**config.mk**
```make
export PLATFORM = sky130hd
export DESIGN_NAME = alu8
export DESIGN_NICKNAME = d
export VERILOG_FILES = /design/src/rtl/alu8_pkg.sv /design/src/rtl/alu8_comb.sv /design/src/rtl/alu8.sv
export SDC_FILE = /design/constraint.sdc
export NUM_CORES = 1
export LEC_CHECK = 0
export BUFFER_PORTS_ARGS = -buffer_cell sky130_fd_sc_hd__buf_2
export CORE_UTILIZATION = 54
export CTS_CLUSTER_SIZE = 12
export DETAILED_ROUTE_END_ITERATION = 7
export PLACE_DENSITY = 0.89
export REMOVE_ABC_BUFFERS = 1
export SYNTH_ARGS = -nofsm -noshare
export SYNTH_HDL_FRONTEND = slang
export SYNTH_SLANG_ARGS = --single-unit
```
**constraint.sdc**
```tcl
create_clock -name clk -period 2.9 [get_ports clk]
set_clock_uncertainty 0.15 [all_clocks]
set_input_delay 0.145 -clock clk [delete_from_list [all_inputs] [get_ports clk]]
set_output_delay 0.145 -clock clk [all_outputs]
set_load 0.01 [all_outputs]
```
**src/rtl/alu8_pkg.sv**
```systemverilog
// Shared types for the alu8 block: opcode enum, result bundle, zero helper.
package alu8_pkg;

  localparam int ALU_W = 8;

  typedef enum logic [2:0] {
    OP_ADD  = 3'd0,
    OP_SUB  = 3'd1,
    OP_AND  = 3'd2,
    OP_OR   = 3'd3,
    OP_XOR  = 3'd4,
    OP_SHL  = 3'd5,
    OP_SHR  = 3'd6,
    OP_PASS = 3'd7
  } alu_op_e;

  // Result plus flags, bundled so comb and register stages move it as one.
  typedef struct packed {
    logic [ALU_W-1:0] y;
    logic             z;
    logic             c;
    logic             v;
  } alu_res_t;

  function automatic logic is_zero(input logic [ALU_W-1:0] x);
    return (x == '0);
  endfunction

endpackage

```
**src/rtl/alu8_comb.sv**
```systemverilog
// Pure combinational op/flag logic for alu8. B is never looked at for the
// shift/pass ops, so unknown B bits cannot leak into those results.
module alu8_comb
  import alu8_pkg::*;
(
  input  logic [ALU_W-1:0] a,
  input  logic [ALU_W-1:0] b,
  input  alu_op_e          op,
  output alu_res_t         res
);

  localparam int MSB = ALU_W - 1;

  logic [ALU_W:0] sum_w;
  logic [ALU_W:0] dif_w;

  // Extended add/sub: top bit is carry-out for ADD and borrow for SUB.
  assign sum_w = {1'b0, a} + {1'b0, b};
  assign dif_w = {1'b0, a} - {1'b0, b};

  // Opcode decode; flags default to zero and only arithmetic/shift ops set C/V.
  always_comb begin
    res   = '0;
    res.y = a;
    unique case (op)
      OP_ADD: begin
        res.y = sum_w[MSB:0];
        res.c = sum_w[ALU_W];
        res.v = (a[MSB] & b[MSB] & ~sum_w[MSB]) | (~a[MSB] & ~b[MSB] & sum_w[MSB]);
      end
      OP_SUB: begin
        res.y = dif_w[MSB:0];
        res.c = dif_w[ALU_W];
        res.v = (a[MSB] & ~b[MSB] & ~dif_w[MSB]) | (~a[MSB] & b[MSB] & dif_w[MSB]);
      end
      OP_AND:  res.y = a & b;
      OP_OR:   res.y = a | b;
      OP_XOR:  res.y = a ^ b;
      OP_SHL: begin
        res.y = {a[MSB-1:0], 1'b0};
        res.c = a[MSB];
      end
      OP_SHR: begin
        res.y = {1'b0, a[MSB:1]};
        res.c = a[0];
      end
      OP_PASS: res.y = a;
      default: res.y = a;
    endcase
    res.z = is_zero(res.y);
  end

endmodule

```
**src/rtl/alu8.sv**
```systemverilog
// alu8 top: zero-latency ALU outputs plus a 1-cycle registered copy.
// Optional sticky overflow flag built when ALU8_STICKY_V_EN is defined
// (adds clr_sticky input and V_sticky output). Only WIDTH=8 is supported.
module alu8
  import alu8_pkg::*;
#(
  parameter int WIDTH = ALU_W
) (
  input  logic             clk,
  input  logic             rst_n,
  input  logic [WIDTH-1:0] A,
  input  logic [WIDTH-1:0] B,
  input  logic [2:0]       op,
`ifdef ALU8_STICKY_V_EN
  input  logic             clr_sticky,
`endif
  output logic [WIDTH-1:0] Y,
  output logic             Z,
  output logic             C,
  output logic             V,
  output logic [WIDTH-1:0] Y_q,
  output logic             Z_q,
  output logic             C_q,
`ifdef ALU8_STICKY_V_EN
  output logic             V_sticky,
`endif
  output logic             V_q
);

  alu_res_t res;
  alu_res_t res_d;
  alu_res_t res_q;

  alu8_comb u_comb (
    .a   (A),
    .b   (B),
    .op  (alu_op_e'(op)),
    .res (res)
  );

  assign Y = res.y;
  assign Z = res.z;
  assign C = res.c;
  assign V = res.v;

  // Next registered value is simply the current combinational result.
  always_comb begin
    res_d = res;
  end

  // Output register; async reset clears result and flags immediately.
  always_ff @(posedge clk or negedge rst_n) begin
    if (!rst_n) res_q <= '0;
    else        res_q <= res_d;
  end

  assign Y_q = res_q.y;
  assign Z_q = res_q.z;
  assign C_q = res_q.c;
  assign V_q = res_q.v;

`ifdef ALU8_STICKY_V_EN
  logic v_sticky_d;
  logic v_sticky_q;

  // Sticky overflow: a new overflow beats a same-edge clear.
  always_comb begin
    v_sticky_d = res.v | (v_sticky_q & ~clr_sticky);
  end

  // Sticky flag register.
  always_ff @(posedge clk or negedge rst_n) begin
    if (!rst_n) v_sticky_q <= 1'b0;
    else        v_sticky_q <= v_sticky_d;
  end

  assign V_sticky = v_sticky_q;
`endif

endmodule

```
==> impl_metrics.env <==
export IMPL_outcome="completed"
export IMPL_clk_pin_slew_ns=0.06
export IMPL_drive_gt1_share_pct=28.9
export IMPL_cp_data_arrival_time_ns=2.57
export IMPL_path_class="input pin to primary output"
export IMPL_core_area_sq_um=3100
export IMPL_area_sequential_sq_um=275
export IMPL_ys_flop_type="dfrtp_1"
export IMPL_p_leak_nw=1.05
export IMPL_synth_area_per_cell_sq_um=8.03
export IMPL_grt_antenna_before_repair=0
export IMPL_slew_headroom_pct=53.1
export IMPL_overflow=0
export IMPL_ir_drop_mv=0.106
export IMPL_portBuffers=42
export IMPL_fmax_ghz=0.349
export IMPL_cts_buffers=3
export IMPL_cp_common_cell="buf_2"
export IMPL_end_kind="primary output"
export IMPL_die_h_um=59.7
export IMPL_cp_required_ns=2.61
export IMPL_cp_max_fo=3
export IMPL_p_per_area_nw_per_um2=301
export IMPL_grt_total_usage_pct=27.8
export IMPL_min_period_ns=2.86
export IMPL_finalHoldViolations=0
export IMPL_finalSetupTns_ns=0
export IMPL_grt_pass1_wl_mm=7.66
export IMPL_row_count=20
export IMPL_setup_viol=0
export IMPL_io_pins=43
export IMPL_synthTopCellsByArea="ha_1 (17%), dfrtp_1 (15%), mux4_2 (6.3%), inv_1 (5.8%), a21oi_1 (5.6%)"
export IMPL_async_reset_ff_share_pct=100
export IMPL_grt_max_degree=17
export IMPL_crit_chain="buf_2, inv_1, ha_1, nor2_1, o311ai_0, a21oi_1, o41ai_1, o32ai_1, nor4_2, buf_2"
export IMPL_antenna_left=0
export IMPL_slowest_delay_ns=0.59
export IMPL_dieArea_sq_um=3560
export IMPL_synth_edf_count=0
export IMPL_cts_sinks=11
export IMPL_wirelength_mm=4.86
export IMPL_synth_top_area_share_pct=17.4
export IMPL_cts_tree="yes"
export IMPL_initial_core_util_pct=57.9
export IMPL_maxSlewViolCount=0
export IMPL_post_route_util_pct=70.3
export IMPL_grt_pass1_vias=1640
export IMPL_insertedDiodeCount=0
export IMPL_crit_buf_inv=3
export IMPL_viasPerCell=6.27
export IMPL_yosys_area_top_type="ha_1"
export IMPL_vias=1968
export IMPL_crit_path_start_kind="input pin"
export IMPL_clockBufferDepth=2
export IMPL_drtIter0Drc=146
export IMPL_yosysWarnings=0
export IMPL_synth_seq_cells=11
export IMPL_placed_area_sq_um=2080
export IMPL_dp_hpwl_mm=3.83
export IMPL_drt_pass1_iterations=7
export IMPL_nFillCells=261
export IMPL_synth_distinct_cells=54
export IMPL_path_delay_family="compound AO/OA/AOI/OAI gates"
export IMPL_h_tree_depth=1
export IMPL_place_gp_congestion=0.946
export IMPL_crit_slowest_cell="o311ai_0"
export IMPL_clockRootBuffer="clkbuf_4"
export IMPL_layout_nets=319
export IMPL_worst_pin_slew_ns=0.695
export IMPL_yosysSeqAreaShare_pct=15.3
export IMPL_wire_per_inst_um=15.5
export IMPL_die_x_um=59.7
export IMPL_syn_cell_area_sq_um=1800
export IMPL_drc=0
export IMPL_syn2layout_area_growth_pct=21.4
export IMPL_synthCells=224
export IMPL_stdcell_area_sq_um=2180
export IMPL_drv_cap=0
export IMPL_multi_input_area_sq_um=1410
export IMPL_hold_path_class="input pin to async pin"
export IMPL_post_route_period_util_pct=98.7
cell usage after synthesis, types with 5 or more instances:
master,instances
a21oi_1,20
clkbuf_1,8
dfrtp_1,11
ha_1,25
inv_1,28
mux4_2,5
nand2_1,11
nand2b_1,5
nor2_1,20
nor2b_1,6
nor3_1,7
o21ai_0,8
layer usage:
layer | GRT usage (%) | part of all wire [%] | vias to the layer above
met5 | 0 | 0 | -
met4 | 7.97 | 3.0 | 0
met3 | 5.19 | 11 | 21
met2 | 44.6 | 46 | 136
met1 | 38.0 | 40 | 908
li1 | - | - | 903
layout make-up:
| class | instances | area share [%] |
|---|---|---|
| clock buffer | 4 | 1.20 |
| inverter | 28 | 4.82 |
| multi-input combinational | 172 | 64.6 |
| sequential | 11 | 12.6 |
| tap | 44 | 2.52 |
| timing repair buffer | 55 | 14.2 |
state kept, by name (all words and copies together) (netlist names):
register and cells:
Z_q 1, Y_q 8, V_q 1, C_q 1
cells by family (layout without fill, tap and decap cells):
logic type | after synthesis | in the layout | synth area share (%)
compound gates | 68 | 68 | 26.9
simple gates | 64 | 64 | 18.4
buf+inv | 41 | 87 | 9.32
fa+ha+maj | 27 | 27 | 19.6
flops | 11 | 11 | 15.3
mux | 8 | 8 | 7.93
xor+xnor | 5 | 5 | 2.44
metrics by stage:
step | setup WS, ns | hold WS, ns | instances | total power [W]
final | 0.0382 | 0.126 | 314 | 0.000657
after global routing | -0.146 | 0.129 | 314 | 0.000706
after CTS | 0.0437 | 0.117 | 313 | 0.000639
after detailed placement | 0.0488 | -0.139 | 308 | 0.000542
after global placement | 0.104 | -0.139 | 308 | 0.000534
after floorplan | 0.371 | -0.301 | 211 | 0.000404
what timing repair did:
action / 4_1_cts / 5_1_grt
hold buffers: 1 / 0
setup endpoints to repair: 0 / 1
hold endpoints to repair: 11 / 0
buffers inserted: 0 / 1
resized for setup: 0 / 10
where the power goes:
part | switching [W] | internal (W)
clock network | 0.0000432 | 0.0000530
registers | 0.00000376 | 0.000172
logic | 0.000221 | 0.000164
total | 0.000268 | 0.000389
cell usage in the layout (no fill, tap or decap), types with 5 or more instances in the layout:
master	instances
buf_2	42
inv_1	27
ha_1	22
nor2_1	20
a21oi_1	20
buf_4	12
dfrtp_1	11
nand2_1	11
o21ai_0	8
nor3_1	7
nor2b_1	6
nand2b_1	5
mux4_2	5
final timing paths:
kind / start / endpoint / slack, ns / cells after the start
worst min-delay path: rst_n / Y_q[7] / 0.13 / 2
min in group clk: op[2] / Y_q[1] / 0.13 / 3
worst max-delay path: B[1] / Z / 0.04 / 10
max in group asynchronous: rst_n / Y_q[0] / 2.29 / 2
Power figures use the tool's default switching activity.
